## src/rtl/constraint_eval_pipe.sv

```systemverilog
// constraint_eval_pipe: two-stage masked-compare constraint checker over a candidate stream; CONSTRAINT_STATS_EN builds the run counters.
module constraint_eval_pipe #(
  parameter int W = 64,
  parameter int NC = 11,
  parameter int CNT_W = 32,
  parameter int IW = (NC > 1) ? $clog2(NC) : 1
) (
  input  logic             clk,
  input  logic             rst,
  input  logic             cfg_we,
  input  logic [IW-1:0]    cfg_idx,
  input  logic [W-1:0]     cfg_mask,
  input  logic [W-1:0]     cfg_value,
  input  logic             cfg_en,
  input  logic             start,
  input  logic             mode_first,
  input  logic             cand_valid,
  output logic             cand_ready,
  input  logic [W-1:0]     cand_data,
  output logic             res_valid,
  input  logic             res_ready,
  output logic             res_pass,
  output logic [NC-1:0]    res_fail_vec,
  output logic [W-1:0]     res_data,
  output logic             busy,
  output logic             done,
  output logic [CNT_W-1:0] stat_tested,
  output logic [CNT_W-1:0] stat_passed
);
  typedef enum logic [1:0] {IDLE, RUN, HALT} state_t;
  state_t state, state_nx;
  logic [W-1:0] mask [NC];
  logic [W-1:0] value [NC];
  logic [NC-1:0] en, s1_fail, fail_nx;
  logic [W-1:0] s1_data;
  logic s1_valid, mode_q, adv, accept, hit, xfer, launch;
  assign adv = !res_valid || res_ready;
  assign accept = res_valid && res_ready;
  assign hit = accept && res_pass && mode_q && state == RUN;
  assign launch = start && state != RUN;
  assign cand_ready = state == RUN && adv && !hit;
  assign xfer = cand_valid && cand_ready;
  assign busy = state == RUN || s1_valid || res_valid;
  assign done = state == HALT;
  always_comb begin
    state_nx = launch ? RUN : (hit ? HALT : state);
  end
  always_comb begin
    fail_nx = '0;
    for (int i = 0; i < NC; i++) fail_nx[i] = en[i] && |((cand_data ^ value[i]) & mask[i]);
  end
  always_ff @(posedge clk or posedge rst) begin
    if (rst) begin
      state <= IDLE;
      mode_q <= 1'b0;
    end else begin
      state <= state_nx;
      if (launch) mode_q <= mode_first;
    end
  end
  always_ff @(posedge clk or posedge rst) begin
    if (rst) begin
      for (int i = 0; i < NC; i++) begin
        mask[i] <= '0;
        value[i] <= '0;
      end
      en <= '0;
    end else if (cfg_we && state != RUN && int'(cfg_idx) < NC) begin
      mask[cfg_idx] <= cfg_mask;
      value[cfg_idx] <= cfg_value;
      en[cfg_idx] <= cfg_en;
    end
  end
  // an accepted first hit drops the younger candidate still in stage 1
  always_ff @(posedge clk or posedge rst) begin
    if (rst) begin
      s1_valid <= 1'b0;
      s1_data <= '0;
      s1_fail <= '0;
      res_valid <= 1'b0;
      res_pass <= 1'b0;
      res_fail_vec <= '0;
      res_data <= '0;
    end else if (hit) begin
      s1_valid <= 1'b0;
      res_valid <= 1'b0;
    end else if (adv) begin
      s1_valid <= xfer;
      s1_data <= cand_data;
      s1_fail <= fail_nx;
      res_valid <= s1_valid;
      res_pass <= s1_valid && !(|s1_fail);
      res_fail_vec <= s1_fail;
      res_data <= s1_data;
    end
  end
`ifdef CONSTRAINT_STATS_EN
  always_ff @(posedge clk or posedge rst) begin
    if (rst) begin
      stat_tested <= '0;
      stat_passed <= '0;
    end else if (launch) begin
      stat_tested <= '0;
      stat_passed <= '0;
    end else if (accept) begin
      if (!(&stat_tested)) stat_tested <= stat_tested + 1'b1;
      if (res_pass && !(&stat_passed)) stat_passed <= stat_passed + 1'b1;
    end
  end
`else
  assign stat_tested = '0;
  assign stat_passed = '0;
`endif
endmodule

```

## config.mk

```make
export PLATFORM = sky130hd
export DESIGN_NAME = constraint_eval_pipe
export DESIGN_NICKNAME = d
export VERILOG_FILES = /design/src/rtl/constraint_eval_pipe.sv
export SDC_FILE = /design/constraint.sdc
export NUM_CORES = 2
export LEC_CHECK = 0
export ABC_AREA = 0
export CORE_MARGIN = 2
export CORE_UTILIZATION = 47
export CTS_CLUSTER_SIZE = 28
export DETAILED_ROUTE_END_ITERATION = 16
export GPL_ROUTABILITY_DRIVEN = 1
export HOLD_SLACK_MARGIN = 0.02
export PLACE_DENSITY_LB_ADDON = 0.08
export SYNTH_ARGS = -nofsm -noshare
export SYNTH_HDL_FRONTEND = slang
export SYNTH_SLANG_ARGS = --single-unit
```

## constraint.sdc

```tcl
create_clock -name clk -period 167.4 [get_ports clk]
set_clock_uncertainty 0.05 [all_clocks]
set_input_delay 33.48 -clock clk [delete_from_list [all_inputs] [get_ports clk]]
set_output_delay 33.48 -clock clk [all_outputs]
set_load 0.02 [all_outputs]
```

== After elaboration in Yosys (flattened, before gate mapping) ==
Index checks and enable logic that the tools add are counted.

* Word-level logic and storage cells: 122
* Input port bits: 204
* Output and inout port bits: 144
* Register bits: 1575

* Reduce and logical (&&, ||, !) cells: 45
* Order comparisons: 5
* Multiplexer cells: 13
* Equal/unequal tests: 3
* Bitwise logic cells: 24

{| class="wikitable"
|+ Operator list
! kind !! count
|-
| bitwise mux 704 bit || 2
|-
| AND 64 bit || 11
|-
| OR reduction 64 bit || 11
|-
| XOR 64 bit || 11
|-
| demux 64 bit (select 4 bit) || 1
|-
| 2-to-1 mux 64 bit || 1
|-
| logical AND 1 bit || 24
|-
| bitwise mux 11 bit || 1
|-
| OR reduction 11 bit || 1
|-
| >= comparator 5 bit, second input constant || 1
|-
| less-than comparator 4 x 5 -> 1 bit, second input constant || 1
|-
| less-than comparator 5 x 1 -> 1 bit, second input constant || 1
|-
| 2-to-1 mux 1 bit || 5
|-
| NOT 4 -> 5 bit || 1
|-
| demux 1 bit (select 4 bit) || 1
|-
| >= comparator 4 x 1 -> 1 bit, second input constant || 1
|-
| less-than comparator 4 bit, second input constant || 1
|-
| 2-to-1 mux 2 bit || 2
|-
| nonzero test 2 bit || 2
|-
| zero test 1 bit || 3
|-
| logical OR 1 bit || 3
|-
| equality test 2 x 1 -> 1 bit, second input constant || 1
|-
| equality test 2 bit, second input constant || 1
|-
| != test 2 x 1 -> 1 bit, second input constant || 1
|-
| other kinds (2) || 2
|}

== Longest topological paths before layout ==
* Depth in word-level cells: 9
* Gate-level depth with buffers: 8
* Gate-level depth less buffers: 6

== Least setup slack after synthesis ==
No wires, ideal clock.

* Path kind: input -> output
* From: in res_ready
* To: out cand_ready
* Data arrival time: 34385 ps
* Path buffers: 2
* Cell stages on the path: 5
* Required time: 133870 ps
* Path slack: 99485 ps
* Path through: nand3_1 -> o21ai_0 -> buf_2 -> buf_1 -> nor2_1

* Longest elaborated chain between the ends: 6
* Elaborated cells on any way between the ends: 8
* Classes of those cells: reduce/logical: 8

{| class="wikitable"
|+ RTL lines
! what !! line !! RTL
|-
| from (decl) || 21 || <nowiki>input logic res_ready,</nowiki>
|-
| logical AND 1 bit || 38 || <nowiki>assign accept = res_valid && res_ready;</nowiki>
|-
| logical AND 1 bit (3 in a row) || 39 || <nowiki>assign hit = accept && res_pass && mode_q && state == RUN;</nowiki>
|-
| zero test 1 bit || 41 || <nowiki>assign cand_ready = state == RUN && adv && !hit;</nowiki>
|-
| logical AND 1 bit (*) || 41 ||
|-
| to (decl) || 18 || <nowiki>output logic cand_ready,</nowiki>
|}

Mark *: on every way between the ends. The rest lies on a longest branch, timed or not.

== Final worst setup path ==
Ends and elaborated chain as after synthesis.

==> results.md <==
- Layout area overhead: 13.8%
- CP Max Fanout: 18
- Startpoint Class: input pin
- Postcts setup bufs: 0
- Area contributors post-synth: dfrtp_1 57%, mux2_2 24%, xor2_1 8.9%, a22oi_1 2.8%, buf_2 1.0%
- Worst hold start: s1_data[20]$_DFFE_PP0P_
- Critical Path AT: between 30 and 40 ns
- IO buf count: 283
- Post-Synthesis Cell Area: just under 0.07 mm^2
- Largest net degree at the start of global routing: approximately 170
- TritonCTS Buffers: 173
- # clock sinks: between 1.5k and 2k
- Max incr delay on CP: ~0.57 ns
- Avg WL per Cell: about 26 um
- H-tree depth: 4
- Initial DRC count: just over 2k
- Min Tclk post-route: 68.79 ns
- FF+latch area: a little under 0.04 mm^2
- Clock-pin slew on the worst setup and hold paths: roughly 0.060 ns
- Max Slew Vio Count: 0
- Via count: just under 40k
- Primary FF master, synth: dfrtp_1
- I/O Pins: between 300 and 400
- Row cnt: 140
- Max_slew headroom: between 10% and 20%
- Number of vias per cell: 5.53
- CTS tree: yes
- Fmax: between 10 and 15 MHz
- FF-to-FF setup slack: around 160 ns
- CP dominant cell by count: clkdlybuf4s50_1
- Cell taking the most area after synthesis: dfrtp_1
- Tightest Hold Check Type: flop to flop
- Die W: a little under 400 um
- Detailed placement HPWL: between 100,000 and 150,000 um
- Synth cell types: 34
- Cts hold-fix bufs: 0
- Post-synth EDFFs: 0
- Yosys warnings: 0
- Placeable Area: about 0.15 mm^2
- Fin util: approximately 54%
- Avg Synthesized Cell Area: between 10 and 15 um^2
- Sequential-to-total area share from yosys stat: 57.0%
- Layout cells sized above 1: 36.4%
- Final Hold Fails: 0
- Worst Tran Pin Value: 1.24 ns
- Placer Congestion: approximately 0.79
- Critical-path cell list: clkdlybuf4s50_1 -> nand3_1 -> o21ai_4 -> nor2_1 -> clkdlybuf4s50_1
- Setup TNS: 0 ns
- Post-layout net count: ~5.1k
- Final wirelength: 183,000 um
- WP buf/inv: 2
- Initial Utilization: 47.4%
- Hold EP: res_data[20]$_DFFE_PP0P_
- Synth Register Bits: 1,575
- Reg2reg path depth: 6
- Crit Path Class: input pin to output port
- DR DRC count: 0
- All-Layer GR Usage: between 20 and 25%
- R2R Path End: s1_fail[5]$_DFFE_PP0P_
- Unrepaired setup endpoints after global routing: false
- Clock Latency Late Sink: around 0.8 ns
- CP Capture Type: output port
- Antenna Nets Post-Route: 0
- Worst reg2reg path startpoint: value[381]$_DFFE_PP0P_
- Synthesized instance count: 4,785
- Tcrit/Tclk final: 41.1%
- DRT Pass-1 Iters: 4
- CP top delay family: buffers and inverters
- Hold Path Depth: 1
- Vias in the first global route: ~40k
- Max cap viols: 0
- PostCTS Resize Cnt: 0
- Fillcell total: between 10k and 15k
- PwrDens: 17.0 mW/mm^2
- First-pass GRT wire length: approximately 270,000 um
- Leak pwr: about 38 nW
- Status: completed
- Gr ovfl total: 0
- CP max-delay cell: clkdlybuf4s50_1
- CTS Root Cell: clkbuf_16
- Antenna violations before repair: 37
- Critical Path RT: roughly 130 ns
- FFs w/ async S/R, synth: 100%
- Chip height: slightly below 400 um
- Die ar.: around 0.15 mm^2
- Area taken by multi-input logic gates: about 0.028 mm^2
- Synth top area share: a little under three fifths
- VDD IR max: around 0.00001 V
- Final setup violating endpoints: 0
- Clock buffer depth: 3
[metal layers]
layer | track usage (%) | up-vias | wire length (um)
li1 | - | 17200 | -
met1 | 36.5 | 20500 | 88300
met2 | 36.2 | 676 | 80900
met3 | 4.98 | 253 | 8940
met4 | 7.13 | 20 | 4810
met5 | 0 | - | 132
[flip-flops by register name, summed over array words and instances (netlist names)]
name and flops:
s1_valid 1, en 11, res_pass 1, s1_fail 11, mask 704, res_fail_vec 11
s1_data 64, value 704, res_data 64, state 2, res_valid 1, mode_q 1
[cell usage in the layout, fill, tap and decap left out, drive strengths merged, types with 12 or more instances in the layout]
cell type,instances
clkbuf,265
o21ai,15
a22o,44
nor2,12
nand2,18
xor2,704
a22oi,264
dfrtp,1575
conb,64
buf,59
nand4,77
clkdlybuf4s50,283
mux2,1559
a221oi,44
clkinv,28
[report_power, final]
group,switching (mW),leakage (nW),internal [mW]
Combinational,0.180,14.0,0.179
Clock,0.156,2.80,0.224
Sequential,0.0817,20.8,0.520
Total,0.417,37.6,0.924
[Yosys cell counts (all sizes together), types with 12 or more instances]
master and instances:
o21ai 15, buf 277, a22oi 264, a221oi 44, nor2 12, mux2 1559
nand4 77, clkbuf 152, nand2 18, xor2 704, dfrtp 1575, a22o 44
[metrics by stage]
step	setup slack, ns	hold WS, ns	total power [mW]	instances	instance area [um^2]
after detailed placement	98.60	0.433	0.968	6678	73000
after floorplan	89.43	0.414	0.829	4848	69400
after global placement	98.58	0.425	0.957	6678	73000
final	98.61	0.441	1.34	6994	78700
after global routing	98.49	0.455	1.41	6987	78700
after CTS	98.59	0.444	1.35	6985	78700
[kinds of logic (layout without fill, tap and decap cells)]
kind of cell              count (synthesis)  after routing  synth area share, %
DFF                                    1575           1575                 57.0
buffers and inverters                   432            652                 3.28
and+or+nand+nor                         135            135                 1.16
other                                     1             73              0.00542
AOI/OAI and AO/OA                       379            379                 4.29
muxes                                  1559           1559                 25.4
xor gates and xnor gates                704            704                 8.91
[area by class of cell]
class / count / share of cell area, %
Multi-Input combinational cell: 2841 / 35.3
Clock inverter: 42 / 0.488
Timing Repair Buffer: 342 / 4.26
Inverter: 3 / 0.0238
Clock buffer: 265 / 6.73
Sequential cell: 1575 / 50.1
Antenna cell: 9 / 0.0286
Tap cell: 1917 / 3.05
[worst reg2reg max path: stages, from the launching register on]
cell and delay [ns]:
dfrtp_1 0.38, xor2_1 0.14, a22o_1 0.27, a221oi_1 0.94, nand4_1 0.52, o41ai_1 1.13, o21ai_0 0.17
[worst max path at each step]
stage | slack [ns] | endpoint | depth (start not counted) | from
floorplan | 89.43 | en[0]$_DFFE_PP0P_ | 1 | rst
global placement | 98.58 | cand_ready | 5 | res_ready
detailed placement | 98.60 | cand_ready | 5 | res_ready
CTS | 98.59 | cand_ready | 5 | res_ready
global route | 98.49 | cand_ready | 5 | res_ready
finish | 98.61 | cand_ready | 5 | res_ready
Power figures use the tool's default switching activity.
